## config.mk

```make
export PLATFORM = sky130hd
export DESIGN_NAME = fuzzy_1
export DESIGN_NICKNAME = d
export VERILOG_FILES = /design/src/rtl/fuzzy_1.sv
export SDC_FILE = /design/constraint.sdc
export NUM_CORES = 1
export LEC_CHECK = 0
export ABC_AREA = 0
export CORE_ASPECT_RATIO = 1.4
export CORE_MARGIN = 3
export CORE_UTILIZATION = 52
export DETAILED_ROUTE_END_ITERATION = 12
export DONT_BUFFER_PORTS = 1
export GPL_ROUTABILITY_DRIVEN = 0
export PLACE_DENSITY = 0.67
export SETUP_SLACK_MARGIN = 0.15
export SKIP_CTS_REPAIR_TIMING = 1
export SYNTH_ARGS = -nofsm -noshare
export SYNTH_HDL_FRONTEND = slang
export SYNTH_SLANG_ARGS = --single-unit
```

## constraint.sdc

```tcl
create_clock -name clk_0 -period 14.8 [get_ports clk_0]
set_input_delay 2.96 -clock clk_0 [delete_from_list [all_inputs] [get_ports clk_0]]
set_output_delay 2.96 -clock clk_0 [all_outputs]
set_load 0.02 [all_outputs]
```

## src/rtl/fuzzy_1.sv

```systemverilog
// fuzzy_1: two-input interval type-2 fuzzy controller core.
// Fuzzifies two 8-bit crisp inputs against three FOU sets each, evaluates the
// 3x3 rule base one rule per cycle, aggregates upper/lower firing strengths per
// output set and defuzzifies by weighted centroid with a restoring divider.
module fuzzy_1 (
    input  logic       clk_0,
    input  logic       Srst,
    input  logic [7:0] Entrada_01,
    input  logic [7:0] Entrada_02,
    input  logic       EN_REGRAS,
    output logic [5:0] FOU_ATIVO,
    output logic [7:0] saida_defuzzy
);

    typedef enum logic [2:0] {
        ST_IDLE   = 3'd0,
        ST_SAMPLE = 3'd1,
        ST_RULES  = 3'd2,
        ST_SUM    = 3'd3,
        ST_DIV    = 3'd4,
        ST_DONE   = 3'd5
    } state_t;

    // Upper membership grade of x in set (0 Low, 1 Med, 2 High), saturated to 0..255.
    function automatic logic [7:0] mf_upper(input logic [7:0] x, input logic [1:0] set);
        logic signed [11:0] d;
        logic signed [11:0] t;
        d = $signed({4'b0000, x}) - 12'sd128;
        case (set)
            2'd0:    t = -(d * 12'sd4);
            2'd1:    t = 12'sd256 - (((d < 12'sd0) ? -d : d) * 12'sd4);
            2'd2:    t = d * 12'sd4;
            default: t = 12'sd0;
        endcase
        if (t < 12'sd0) begin
            return 8'd0;
        end else if (t > 12'sd255) begin
            return 8'd255;
        end else begin
            return t[7:0];
        end
    endfunction

    // Lower membership grade: the upper grade pulled down by the FOU width of 64.
    function automatic logic [7:0] mf_lower(input logic [7:0] u);
        if (u >= 8'd64) begin
            return u - 8'd64;
        end else begin
            return 8'd0;
        end
    endfunction

    state_t          state_r;
    logic [7:0]      in1_r;
    logic [7:0]      in2_r;
    logic [3:0]      rule_r;
    logic [2:0][7:0] agg_up_r;
    logic [2:0][7:0] agg_low_r;
    logic [19:0]     rem_r;
    logic [10:0]     den_r;
    logic [7:0]      quo_r;
    logic [2:0]      div_cnt_r;

    logic [1:0]  set1_s;
    logic [1:0]  set2_s;
    logic [2:0]  ij_sum_s;
    logic [1:0]  cons_s;
    logic [7:0]  u1_s;
    logic [7:0]  u2_s;
    logic [7:0]  rule_up_s;
    logic [7:0]  rule_low_s;
    logic [5:0]  fou_s;
    logic [8:0]  w0_s;
    logic [8:0]  w1_s;
    logic [8:0]  w2_s;
    logic [19:0] num_s;
    logic [10:0] den_s;
    logic [17:0] dsh_s;
    logic        ge_s;

    // Decode the current rule into its antecedent sets, consequent and firing strengths.
    always_comb begin
        set1_s = 2'd0;
        set2_s = 2'd0;
        case (rule_r)
            4'd0:    begin set1_s = 2'd0; set2_s = 2'd0; end
            4'd1:    begin set1_s = 2'd0; set2_s = 2'd1; end
            4'd2:    begin set1_s = 2'd0; set2_s = 2'd2; end
            4'd3:    begin set1_s = 2'd1; set2_s = 2'd0; end
            4'd4:    begin set1_s = 2'd1; set2_s = 2'd1; end
            4'd5:    begin set1_s = 2'd1; set2_s = 2'd2; end
            4'd6:    begin set1_s = 2'd2; set2_s = 2'd0; end
            4'd7:    begin set1_s = 2'd2; set2_s = 2'd1; end
            4'd8:    begin set1_s = 2'd2; set2_s = 2'd2; end
            default: begin set1_s = 2'd0; set2_s = 2'd0; end
        endcase
        ij_sum_s = {1'b0, set1_s} + {1'b0, set2_s};
        if (ij_sum_s <= 3'd1) begin
            cons_s = 2'd0;
        end else if (ij_sum_s == 3'd2) begin
            cons_s = 2'd1;
        end else begin
            cons_s = 2'd2;
        end
        u1_s = mf_upper(in1_r, set1_s);
        u2_s = mf_upper(in2_r, set2_s);
        rule_up_s  = (u1_s < u2_s) ? u1_s : u2_s;
        rule_low_s = (mf_lower(u1_s) < mf_lower(u2_s)) ? mf_lower(u1_s) : mf_lower(u2_s);
    end

    // Active-FOU flags straight from the live inputs, captured only in SAMPLE.
    always_comb begin
        fou_s[0] = (mf_upper(Entrada_01, 2'd0) != 8'd0);
        fou_s[1] = (mf_upper(Entrada_01, 2'd1) != 8'd0);
        fou_s[2] = (mf_upper(Entrada_01, 2'd2) != 8'd0);
        fou_s[3] = (mf_upper(Entrada_02, 2'd0) != 8'd0);
        fou_s[4] = (mf_upper(Entrada_02, 2'd1) != 8'd0);
        fou_s[5] = (mf_upper(Entrada_02, 2'd2) != 8'd0);
    end

    // Centroid weights, numerator and denominator from the aggregated strengths.
    always_comb begin
        w0_s  = {1'b0, agg_up_r[0]} + {1'b0, agg_low_r[0]};
        w1_s  = {1'b0, agg_up_r[1]} + {1'b0, agg_low_r[1]};
        w2_s  = {1'b0, agg_up_r[2]} + {1'b0, agg_low_r[2]};
        num_s = ({11'd0, w0_s} << 5) + ({11'd0, w1_s} << 7) + ({11'd0, w2_s} * 20'd224);
        den_s = {2'b00, w0_s} + {2'b00, w1_s} + {2'b00, w2_s};
    end

    // Restoring-divider step: try to subtract den scaled to the current quotient bit.
    always_comb begin
        dsh_s = {7'd0, den_r} << (3'd7 - div_cnt_r);
        ge_s  = (rem_r >= {2'b00, dsh_s});
    end

    // Controller FSM with all datapath registers and registered outputs.
    always_ff @(posedge clk_0 or negedge Srst) begin
        if (!Srst) begin
            state_r       <= ST_IDLE;
            in1_r         <= 8'd0;
            in2_r         <= 8'd0;
            rule_r        <= 4'd0;
            agg_up_r      <= '0;
            agg_low_r     <= '0;
            rem_r         <= 20'd0;
            den_r         <= 11'd0;
            quo_r         <= 8'd0;
            div_cnt_r     <= 3'd0;
            FOU_ATIVO     <= 6'd0;
            saida_defuzzy <= 8'd0;
        end else begin
            case (state_r)
                ST_IDLE: begin
                    if (EN_REGRAS) begin
                        state_r <= ST_SAMPLE;
                    end
                end
                ST_SAMPLE: begin
                    in1_r     <= Entrada_01;
                    in2_r     <= Entrada_02;
                    FOU_ATIVO <= fou_s;
                    agg_up_r  <= '0;
                    agg_low_r <= '0;
                    rule_r    <= 4'd0;
                    state_r   <= ST_RULES;
                end
                ST_RULES: begin
                    if (rule_up_s > agg_up_r[cons_s]) begin
                        agg_up_r[cons_s] <= rule_up_s;
                    end
                    if (rule_low_s > agg_low_r[cons_s]) begin
                        agg_low_r[cons_s] <= rule_low_s;
                    end
                    if (rule_r == 4'd8) begin
                        rule_r  <= 4'd0;
                        state_r <= ST_SUM;
                    end else begin
                        rule_r <= rule_r + 4'd1;
                    end
                end
                ST_SUM: begin
                    rem_r     <= num_s;
                    den_r     <= den_s;
                    quo_r     <= 8'd0;
                    div_cnt_r <= 3'd0;
                    state_r   <= ST_DIV;
                end
                ST_DIV: begin
                    if (ge_s) begin
                        rem_r <= rem_r - {2'b00, dsh_s};
                    end
                    quo_r <= {quo_r[6:0], ge_s};
                    if (div_cnt_r == 3'd7) begin
                        div_cnt_r <= 3'd0;
                        state_r   <= ST_DONE;
                    end else begin
                        div_cnt_r <= div_cnt_r + 3'd1;
                    end
                end
                ST_DONE: begin
                    saida_defuzzy <= (den_r == 11'd0) ? 8'd128 : quo_r;
                    state_r       <= EN_REGRAS ? ST_SAMPLE : ST_IDLE;
                end
                default: begin
                    state_r <= ST_IDLE;
                end
            endcase
        end
    end

endmodule

```

# Yosys cells after proc, flatten, opt, wreduce, memory -nomap -nowiden
# Memory sizes are Yosys's and may differ from the RTL's.
# Cells that the tools add are included.
[classes] mux=53 multipliers=1 eq_ne=18 order_cmp=30 reduce_logical=17 n_addsub=30 shift=1
[ops] cell="2-to-1 mux 8 bit" count=24
[ops] cell="case mux 24 bit (2 select lines)" count=2
[ops] cell="greater-than comparator 12 x 9 -> 1 bit (second input constant)" count=6
[ops] cell="< comparator 12 x 1 -> 1 bit (second input constant)" count=6
[ops] cell="case mux 12 bit (3 select lines)" count=2
[ops] cell="bitwise mux 24 bit" count=2
[ops] cell="2-to-1 mux 24 bit" count=2
[ops] cell="negation 11 -> 12 bit" count=4
[ops] cell="nonzero test 8 bit" count=6
[ops] cell="subtractor 10 x 12 -> 12 bit (first input constant)" count=4
[ops] cell="2-to-1 mux 10 bit" count=4
[ops] cell="negation 9 -> 10 bit" count=4
[ops] cell="case mux 20 bit (2 select lines)" count=1
[ops] cell="< comparator 9 x 1 -> 1 bit (second input constant)" count=4
[ops] cell="subtractor 8 x 8 -> 9 bit (second input constant)" count=4
[ops] cell="binary-select mux 8 bit (select 2 bit)" count=2
[ops] cell="adder 8 x 8 -> 9 bit" count=3
[ops] cell="greater-than comparator 11 x 9 -> 1 bit (second input constant)" count=2
[ops] cell="< comparator 11 x 1 -> 1 bit (second input constant)" count=2
[ops] cell="greater-or-equal comparator 20 x 18 -> 1 bit" count=1
[ops] cell="2-to-1 mux 20 bit" count=1
[ops] cell="subtractor 20 x 18 -> 20 bit" count=1
[ops] cell="adder 17 x 17 -> 18 bit" count=1
[ops] cell="case mux 3 bit (6 select lines)" count=1
[ops] cell="other kinds (38)" count=61
[word_totals] reg_bits=127 out_inout_bits=14 word_cells=167 rom_bits=64 n_memories=1 input_bits=19
[mem_list] memory="(no name shown)" depth=16 word_bits=4 read_ports=1 rd_clocked_by_memory_dff=0 write_ports=0 line="85" source="case (rule_r)"

# Logic depth before layout (Yosys ltp)
# Gate-level depths: netlist of the first run.
[logic_depth] word_depth=15 mapped_depth=40 ltp_nobuf=40

# Worst setup path before layout of the first run
# Ideal clock, no wire load.
[synth_path] path_kind="register to register" from="reg in1_r[0]" to="reg agg_low_r[2] in the netlist's numbering" stages_incl_launch_ff=40 setup_slack_ns=7.463 setup_ns=0.066 period_less_slack_ns=7.337 n_path_buf=0 arrival_ns=7.271 required_ns=14.734 cell_sequence="dfrtp_1 > inv_1 > ha_1 > nor2b_1 > nand3_1 > nor3_1 > ha_1 > nor3b_1 > nand4_1 > o211ai_1 > a311oi_4 > nand2_1 > inv_1 > nand3_1 > ha_1 > inv_1 > a31o_2 > a221o_1 > [4 not listed] > a21oi_1 > nor2b_1 > o21ai_0 > nand2b_1 > a211oi_1 > a21o_1 > a41oi_4 > mux2i_1 > ha_1 > nor2b_1 > o21ai_0 > nand2b_1 > a21oi_1 > o21ai_0 > o211a_1 > or2_2 > o21ai_1 > a22o_1"
[synth_between] elab_chain_len=15 word_cells_on_any_way=22 cone_classes="add/sub: 5; order compare: 6; eq/ne: 1; mux: 9; reduce/logical: 1"
[synth_rtl] element="start: declaration" line="54" source="logic [7:0] in1_r;"
[synth_rtl] element="start signal: assignment" line="159" source="in1_r <= Entrada_01;"
[synth_rtl] element="subtractor 8 x 8 -> 9 bit (*)" line="28" source="d = $signed({4'b0000, x}) - 12'sd128;"
[synth_rtl] element="negation 9 -> 10 bit or < comparator 9 x 1 -> 1 bit (tied branches)" line="31" source="2'd1: t = 12'sd256 - (((d < 12'sd0) ? -d : d) * 12'sd4);"
[synth_rtl] element="2-to-1 mux 10 bit" line="31"
[synth_rtl] element="subtractor 10 x 12 -> 12 bit" line="31"
[synth_rtl] element="case mux 12 bit (3 select lines) (*)" line="29" source="case (set)"
[synth_rtl] element="greater-than comparator 12 x 9 -> 1 bit" line="37" source="end else if (t > 12'sd255) begin"
[synth_rtl] element="2-to-1 mux 8 bit" line="37"
[synth_rtl] element="2-to-1 mux 8 bit (*)" line="35" source="if (t < 12'sd0) begin"
[synth_rtl] element="subtractor 8 x 7 -> 8 bit or greater-or-equal comparator 8 x 7 -> 1 bit (tied branches)" line="47, 46"
[synth_rtl] element="2-to-1 mux 8 bit (*)" line="46" source="if (u >= 8'd64) begin"
[synth_rtl] element="< comparator 8 bit" line="108" source="rule_low_s = (mf_lower(u1_s) < mf_lower(u2_s)) ? mf_lower(u1_s) : mf_lower(u2_s);"
[synth_rtl] element="2-to-1 mux 8 bit (*)" line="108"
[synth_rtl] element="greater-than comparator 8 bit or bitwise mux 24 bit (tied branches)" line="171, 172"
[synth_rtl] element="inequality test 2 bit (no source line) or 2-to-1 mux 24 bit (tied branches)"
[synth_rtl] element="AND reduction 2 bit (no source line) or case mux 24 bit (2 select lines) (tied branches)"
[synth_rtl] element="end signal: indexed assignment" line="172" source="agg_low_r[cons_s] <= rule_low_s;"
[synth_rtl] element="end: declaration" line="58" source="logic [2:0][7:0] agg_low_r;"
# Mark *: on every way between the ends. The rest lies on a longest branch, timed or not. The select of a mux whose other input is x is not followed.
# A chain may end at the register's enable or synchronous reset.

# Worst setup path after layout of the first run
# Ends and elaborated chain as after synthesis.

==> flow_metrics.py, run 1 <==
metrics = {
    "sta": {
        "period_needed_ns": 8.56,
        "hold_viol": 0,
        "tns_ns": 0,
        "fin_ws_ns": 6.24,
        "slew_violations": 0,
        "skew_ns": 0.0114,
        "worstMarginPinSlew_ns": 1.13,
        "setup_viol_count_final": 0,
        "relSlewSlack": 0.242,
        "rsz0062_at_grt": "no",
        "fmax_ghz": 0.117,
        "period_share": 0.578,
    },
    "synth": {
        "seq_area_frac_synth": 0.248,
        "synth_warnings": 0,
        "netlist_top_cells_count": "ha_1 (137), inv_1 (133), nand2_1 (128), dfrtp_1 (121), a21oi_1 (104)",
        "avgSynthCellArea_um2": 8.47,
        "ys_top_cells_by_area": "dfrtp_1 (25%), ha_1 (14%), fa_1 (4.8%)",
        "synth_top_area_frac": 0.248,
        "syn-cell-area_mm2": 0.0122,
        "synth-edff-count": 0,
        "syn_nets": 1625,
        "synth.most_common_cell": "ha_1",
        "yosys.area.top_type": "dfrtp_1",
        "async_flop_share": 1.00,
        "ys_ff_latch": 121,
        "yosysUniqueCellTypes": 77,
        "synth-main-ff-cell": "dfrtp_1",
        "postSynthCellCount": 1440,
    },
    "floorplanning": {
        "initial_core_util": 0.536,
        "die_height_um": 187,
        "core_area_mm2": 0.0228,
        "boundaryPins": 33,
        "dieArea_mm2": 0.0254,
        "die_w_um": 135,
        "rows": 65,
    },
    "clocking": {
        "cts_inserted_buffers": 17,
        "cts_tree": "done",
        "cts_max_level": 4,
        "cts_root_buffer": "clkbuf_16",
        "clk_latency_ns": 0.43,
        "cts_buffer_depth": 2,
        "clkSinkCount": 121,
        "path_clk_slew_ns": 0.06,
    },
    "global_routing": {
        "grt-ovfl-total": 0,
        "grt_pass1_wl_mm": 51.7,
        "gr-usage-all-layers": 0.252,
        "antenna_found_initial": 0,
        "grt_max_degree": 122,
        "first_global_vias": 10400,
    },
    "worst_setup_path": {
        "crit_fanout": 9,
        "critPathKind": "reg -> reg",
        "cp.required_ns": 15.16,
        "critPathLaunch": "in1_r[0]$_DFFE_PN0P_",
        "cp_slowest_cell": "a211oi_1",
        "worstRegToRegCells": 39,
        "r2r-start": "in1_r[0]$_DFFE_PN0P_",
        "cp_common_cell": "ha_1",
        "arrival_ns": 8.92,
        "crit_path_end_kind": "flop",
        "slowest_delay_ns": 0.49,
        "start_kind": "flop",
    },
    "final_layout": {
        "syn_to_final_growth_pct": 6.20,
        "fin_nets": 1588,
        "antenna_cells": 0,
        "drive_gt1_frac": 0.0537,
    },
    "detailed_routing": {
        "routedWlPerCell_um": 18.1,
        "postRouteAntennaNets": 0,
        "drc_errors": 0,
        "viasPerCell": 6.07,
        "drt_iter0_markers": 624,
        "num_vias": 10400,
        "firstDrtPassIters": 5,
        "routed_wl_mm": 31.1,
    },
    "placed_design": {
        "preCtsSetupSlack_ns": 6.35,
        "port_buffers": 0,
        "dpl.hpwl_mm": 24.1,
    },
    "flow_run": {
        "drv_cap": 0,
    },
    "hold_path": {
        "min_path_cells": 2,
        "hp-start": "rem_r[2]$_DFFE_PN0P_",
        "hp-class": "reg -> reg",
    },
    "run_status": {
        "outcome": "completed",
    },
}
[layout make-up]
class,instances,area [um2]
inverters,137,514
well taps,301,377
repair buffers,6,45.0
clock buffers,17,425
flip-flops and latches,121,3030
clock inverters,15,145
multi-input cells,1120,8420
fillers,2128,9820
[critical path, delay by kind of cell, from the launching register on]
kind	cells	cell delay, ns
multiplexers	1	0.41
adder cells (fa/ha/maj)	5	1.49
AO/OA/AOI/OAI	17	3.73
flip-flops	1	0.44
AND/OR/NAND/NOR	12	1.93
buffers and inverters	4	0.43
[cell families (layout without fill, tap and decap cells)]
logic type,count (synthesis),after routing,synth area share
compound gates,415,415,0.234
xor+xnor,87,87,0.0625
fa+ha+maj,166,166,0.188
buf+inv,199,175,0.0620
flops,121,121,0.248
mux,53,53,0.0451
simple gates,399,399,0.160
[registers in the layout, summed over array words and instances (netlist names)]
| register | count |
|---|---|
| agg_low_r | 21 |
| rem_r | 20 |
| saida_defuzzy | 8 |
| quo_r | 8 |
| den_r | 11 |
| rule_r | 4 |
| in1_r | 8 |
| FOU_ATIVO | 6 |
| div_cnt_r | 3 |
| state_r | 3 |
| in2_r | 8 |
| agg_up_r | 21 |
[layer usage]
layer	share of wire	GRT usage	vias to the layer above
li1	-	-	5093
met1	0.39	0.285	5014
met2	0.52	0.455	227
met3	0.031	0.0371	92
met4	0.051	0.126	0
met5	0	0	-
[path summary, 6_finish.rpt]
path	to	slack, ns
worst max-delay path	agg_low_r[2]$_DFFE_PN0P_	6.24
worst min-delay path	rem_r[2]$_DFFE_PN0P_	0.49
worst max register to register	agg_low_r[2]$_DFFE_PN0P_	6.24
worst min register to register	rem_r[2]$_DFFE_PN0P_	0.49
max in group asynchronous	in2_r[1]$_DFFE_PN0P_	12.32
min in group asynchronous	rem_r[7]$_DFFE_PN0P_	2.23
[placed cells by master (no fill, tap or decap), drive strengths merged, types with 11 or more instances in the layout]
cell type  synthesis  routed
clkbuf            51      17
nor3              26      26
mux2i             37      37
nand4             14      14
nand2            128     128
inv              135     140
nand2b            16      16
o21ai             93      93
nor2              92      92
nor4              11      11
ha               137     137
dfrtp            121     121
and2              13      13
xor2              26      26
mux2              16      16
nand3             28      28
xnor2             61      61
a22o              59      59
fa                29      29
nor2b             22      22
a21o              34      34
a21oi            104     104
[through the flow]
stage	instances	utilization	instance area [um2]	hold slack (ns)
after floorplan	1440	-	12200	0.455
after global placement	1685	0.544	12400	0.471
after detailed placement	1685	0.544	12400	0.484
after CTS	1717	0.569	13000	0.500
after global routing	1717	0.569	13000	0.518
final	1717	0.569	13000	0.490
Power of run 1 is left out: the tool's default activity adds up to more than one toggle a clock period on the data nets, which glitch-free logic cannot reach.
==> run 2: changes to the inputs <==
--- a/config.mk
+++ b/config.mk
@@ -12,7 +12,7 @@
 export DETAILED_ROUTE_END_ITERATION = 12
 export DONT_BUFFER_PORTS = 1
 export GPL_ROUTABILITY_DRIVEN = 0
-export PLACE_DENSITY = 0.67
+export PLACE_DENSITY = 0.7
 export SETUP_SLACK_MARGIN = 0.15
 export SKIP_CTS_REPAIR_TIMING = 1
 export SYNTH_ARGS = -nofsm -noshare
==> constraint.sdc (replaced) <==
create_clock -name clk_0 -period 6.9 [get_ports clk_0]
set_input_delay 1.38 -clock clk_0 [delete_from_list [all_inputs] [get_ports clk_0]]
set_output_delay 1.38 -clock clk_0 [all_outputs]
set_load 0.02 [all_outputs]
==> flow_metrics.py, run 2 (same netlist as run 1, synthesis figures left out) <==
metrics = {
    "clocking": {
        "clk_latency_ns": 0.43,
        "path_clk_slew_ns": 0.07,
        "cts_buffer_depth": 2,
        "cts_root_buffer": "clkbuf_16",
        "clkSinkCount": 121,
        "cts_max_level": 4,
        "cts_tree": "done",
        "cts_inserted_buffers": 17,
    },
    "sta": {
        "hold_viol": 0,
        "tns_ns": -0.0329,
        "period_share": 1.00,
        "skew_ns": 0.00919,
        "setup_viol_count_final": 4,
        "fin_ws_ns": -0.0186,
        "relSlewSlack": 0.414,
        "worstMarginPinSlew_ns": 0.879,
        "period_needed_ns": 6.92,
        "fmax_ghz": 0.145,
        "slew_violations": 0,
        "rsz0062_at_grt": "yes",
    },
    "final_layout": {
        "syn_to_final_growth_pct": 13.8,
        "fin_nets": 1653,
        "final_common_cell": "inv_1",
        "ff_latch_area_mm2": 0.00303,
        "fill_cells": 2030,
        "antenna_cells": 0,
        "reg_top3": "agg_low_r x21, agg_up_r x21, rem_r x20",
        "multiInputGateArea_mm2": 0.00881,
        "drive_gt1_frac": 0.134,
        "mostFrequentLayoutCells": "inv_1 (128), ha_1 (126), nand2_1 (123), dfrtp_1 (120), a21oi_1 (102)",
    },
    "worst_setup_path": {
        "crit_path_end_kind": "flop",
        "arrival_ns": 7.28,
        "slowest_delay_ns": 0.41,
        "r2r-start": "in1_r[0]$_DFFE_PN0P_",
        "crit_fanout": 7,
        "critPathKind": "reg -> reg",
        "cp.required_ns": 7.26,
        "critPathLaunch": "in1_r[0]$_DFFE_PN0P_",
        "cp_slowest_cell": "or3b_4",
        "start_kind": "flop",
    },
    "global_routing": {
        "gr-usage-all-layers": 0.255,
        "antenna_found_initial": 0,
        "grt_max_degree": 122,
        "first_global_vias": 10600,
        "grt-ovfl-total": 0,
        "grt_pass1_wl_mm": 52.2,
    },
    "detailed_routing": {
        "routedWlPerCell_um": 18.3,
        "viasPerCell": 6.07,
        "routed_wl_mm": 32.6,
        "firstDrtPassIters": 6,
        "drc_errors": 0,
        "drt_iter0_markers": 708,
        "num_vias": 10800,
        "postRouteAntennaNets": 0,
    },
    "floorplanning": {
        "die_height_um": 187,
        "die_w_um": 135,
        "rows": 65,
        "boundaryPins": 33,
        "initial_core_util": 0.536,
        "core_area_mm2": 0.0228,
        "dieArea_mm2": 0.0254,
    },
    "placed_design": {
        "dpl.hpwl_mm": 25.0,
        "port_buffers": 0,
        "preCtsSetupSlack_ns": -0.138,
    },
    "run_status": {
        "violations": "setup timing",
        "outcome": "complete, but fails checks",
    },
    "hold_path": {
        "hp-class": "reg -> reg",
        "hp-start": "rem_r[4]$_DFFE_PN0P_",
    },
    "flow_run": {
        "drv_cap": 0,
    },
}
## run 2: cell types whose count changed in the layout (fill, tap and decap cells not counted), sizes merged
cell / previous run / this run
inv: 140 / 145
clkinv: 8 / 7
buf: 6 / 71
clkinvlp: 3 / 0
bufinv: 1 / 0
## run 2: layout make-up
type	count	share of cell area
clock buffers	17	0.0307
well taps	301	0.0271
repair buffers	71	0.0392
multi-input cells	1120	0.635
clock inverters	15	0.0124
inverters	137	0.0372
flip-flops and latches	121	0.218
## run 2: metal layers
metal	vias to the layer above	share of wire	GRT usage
met5	-	0	0
met4	0	0.056	0.139
met3	120	0.031	0.0361
met2	286	0.54	0.475
met1	5192	0.37	0.270
li1	5221	-	-
## run 2: critical path, delay by kind of cell (launching register included)
| kind | cells | cell delay (ns) |
|---|---|---|
| buffers and inverters | 5 | 0.53 |
| muxes | 1 | 0.27 |
| adders and majority gates | 4 | 0.89 |
| DFF | 1 | 0.38 |
| AOI/OAI and AO/OA | 17 | 3.12 |
| and+or+nand+nor | 10 | 1.64 |
## run 2: worst paths after layout
path                                                end  slack (ns)  depth (start not counted)
min                                rem_r[4]$_DFFE_PN0P_        0.50                          2
max                            agg_low_r[7]$_DFFE_PN0P_       -0.02                         37
max in group asynchronous  saida_defuzzy[7]$_DFFE_PN0N_        6.02                          0
min in group asynchronous      agg_up_r[19]$_DFFE_PN0P_        0.65                          0
max reg2reg                    agg_low_r[7]$_DFFE_PN0P_       -0.02                         37
min reg2reg                        rem_r[4]$_DFFE_PN0P_        0.50                          2
## run 2: metrics by stage
stage / instances / util / hold WS [ns] / instance area [um2]
after floorplan: 1440 / - / 0.455 / 12300
after global placement: 1730 / 0.562 / 0.473 / 12800
after detailed placement: 1730 / 0.562 / 0.482 / 12800
after CTS: 1762 / 0.588 / 0.499 / 13400
after global routing: 1782 / 0.609 / 0.521 / 13900
final: 1782 / 0.609 / 0.502 / 13900
Power of run 2 is left out for the same reason.
==> run 3: changes to the inputs <==
--- a/config.mk
+++ b/config.mk
@@ -7,11 +7,12 @@
 export LEC_CHECK = 0
 export ABC_AREA = 0
 export CORE_ASPECT_RATIO = 1.4
-export CORE_MARGIN = 3
+export CORE_MARGIN = 2
 export CORE_UTILIZATION = 52
 export DETAILED_ROUTE_END_ITERATION = 12
 export DONT_BUFFER_PORTS = 1
 export GPL_ROUTABILITY_DRIVEN = 0
+export HOLD_SLACK_MARGIN = 0.1
 export PLACE_DENSITY = 0.7
 export SETUP_SLACK_MARGIN = 0.15
 export SKIP_CTS_REPAIR_TIMING = 1
==> flow_metrics.py, run 3 (same netlist as run 1, synthesis figures left out) <==
metrics = {
    "run_status": {
        "outcome": "completed",
    },
    "sta": {
        "rsz0062_at_grt": "yes",
        "worstMarginPinSlew_ns": 0.809,
        "fmax_ghz": 0.148,
        "hold_viol": 0,
        "setup_viol_count_final": 0,
        "skew_ns": 0.0152,
        "period_share": 0.982,
        "period_needed_ns": 6.78,
        "relSlewSlack": 0.458,
        "slew_violations": 0,
    },
    "flow_run": {
        "drv_cap": 0,
    },
    "global_routing": {
        "use_met2": 0.507,
        "grt_max_degree": 122,
        "gr-usage-all-layers": 0.265,
        "use_met3": 0.0369,
        "grt_pass1_wl_mm": 52.4,
        "met1_usage": 0.273,
        "first_global_vias": 10800,
        "busiest_layer": "met2",
        "antenna_found_initial": 0,
        "grt-ovfl-total": 0,
    },
    "hold_path": {
        "hold_end": "rem_r[4]$_DFFE_PN0P_",
        "hp-start": "rem_r[4]$_DFFE_PN0P_",
        "hp-class": "reg -> reg",
        "min_path_cells": 2,
    },
    "worst_setup_path": {
        "r2r-start": "in1_r[1]$_DFFE_PN0P_",
        "cp.required_ns": 7.26,
        "critPathKind": "reg -> reg",
        "rrSetupSlack_ns": 0.12,
        "start_kind": "flop",
        "slowest_delay_ns": 0.41,
        "cp_slowest_cell": "or3b_4",
        "crit_path_end_kind": "flop",
        "rr_endpoint": "agg_low_r[3]$_DFFE_PN0P_",
        "path_buf_inv": 3,
        "arrival_ns": 7.14,
        "worstRegToRegCells": 36,
        "crit_fanout": 7,
        "critPathTopFamily": "compound AO/OA/AOI/OAI gates",
    },
    "clocking": {
        "cts_tree": "done",
        "path_clk_slew_ns": 0.06,
        "cts_root_buffer": "clkbuf_16",
        "clk_latency_ns": 0.44,
        "cts_buffer_depth": 2,
        "cts_max_level": 4,
        "cts_inserted_buffers": 17,
        "clkSinkCount": 121,
    },
    "placed_design": {
        "port_buffers": 0,
        "placed_cells": 1740,
        "dpl.hpwl_mm": 24.9,
    },
    "floorplanning": {
        "rows": 66,
        "die_height_um": 185,
        "dieArea_mm2": 0.0247,
        "die_w_um": 133,
        "core_area_mm2": 0.0231,
        "initial_core_util": 0.527,
        "boundaryPins": 33,
    },
    "detailed_routing": {
        "viasPerCell": 6.05,
        "drt_iter0_markers": 648,
        "firstDrtPassIters": 5,
        "num_vias": 10900,
        "routedWlPerCell_um": 18.1,
        "routed_wl_mm": 32.5,
        "postRouteAntennaNets": 0,
        "drc_errors": 0,
    },
    "final_layout": {
        "syn_to_final_growth_pct": 14.4,
        "antenna_cells": 0,
        "mostFrequentLayoutCells": "ha_1 (129), inv_1 (127), nand2_1 (122), dfrtp_1 (119), a21oi_1 (102)",
        "fill_cells": 2046,
        "fin_cells": 1794,
        "ff_latch_area_mm2": 0.00303,
        "multiInputGateArea_mm2": 0.00878,
        "fin_nets": 1660,
        "reg_top3": "agg_low_r x21, agg_up_r x21, rem_r x20",
        "final_common_cell": "ha_1",
        "drive_gt1_frac": 0.140,
    },
}
==> run 3: changes by cell type in the layout (fill, tap and decap cells not counted), sizes merged <==
cell,previous run,this run
buf,71,78
clkbuf,17,20
clkinv,7,4
clkinvlp,0,1
bufinv,0,4
inv,145,140
==> run 3: layout make-up <==
class | count | share of cell area
multi-input cells | 1120 | 0.629
flip-flops and latches | 121 | 0.217
repair buffers | 78 | 0.0425
inverters | 137 | 0.0370
clock buffers | 20 | 0.0334
well taps | 306 | 0.0274
clock inverters | 12 | 0.0133
==> run 3: layer usage <==
| metal | share of wire | wire (um) |
|---|---|---|
| met4 | 0.055 | 1790 |
| met2 | 0.53 | 17300 |
| met5 | 0 | 0 |
| met3 | 0.034 | 1120 |
| met1 | 0.38 | 12200 |
==> run 3: worst min-delay path, cell delays in order, from the launching register on <==
cell and delay (ns):
dfrtp_1 0.35, nand2_1 0.05, o31ai_1 0.06
==> run 3: worst max-delay path by stage <==
| stage | start | slack, ns | cells after the start | end |
|---|---|---|---|---|
| final | in1_r[1]$_DFFE_PN0P_ | 0.12 | 36 | agg_low_r[3]$_DFFE_PN0P_ |
| after global routing | in1_r[1]$_DFFE_PN0P_ | -0.23 | 36 | agg_low_r[2]$_DFFE_PN0P_ |
| after CTS | in1_r[1]$_DFFE_PN0P_ | -0.22 | 34 | agg_low_r[21]$_DFFE_PN0P_ |
| after detailed placement | in1_r[1]$_DFFE_PN0P_ | -0.15 | 34 | agg_low_r[12]$_DFFE_PN0P_ |
| after global placement | in1_r[1]$_DFFE_PN0P_ | -0.08 | 34 | agg_low_r[14]$_DFFE_PN0P_ |
| after floorplan | in1_r[0]$_DFFE_PN0P_ | 0.16 | 35 | agg_low_r[17]$_DFFE_PN0P_ |
==> run 3: through the flow <==
stage	hold WS [ns]	TNS [ns]	worst slack, ns	area, um2	utilization
final	0.488	0	0.121	14000	0.604
after floorplan	0.455	0	0.159	12300	-
after global routing	0.526	-4.27	-0.235	14000	0.604
after global placement	0.471	-1.42	-0.0848	12800	0.555
after CTS	0.493	-4.33	-0.218	13500	0.583
after detailed placement	0.481	-2.84	-0.154	12800	0.555
Power of run 3 is left out for the same reason.
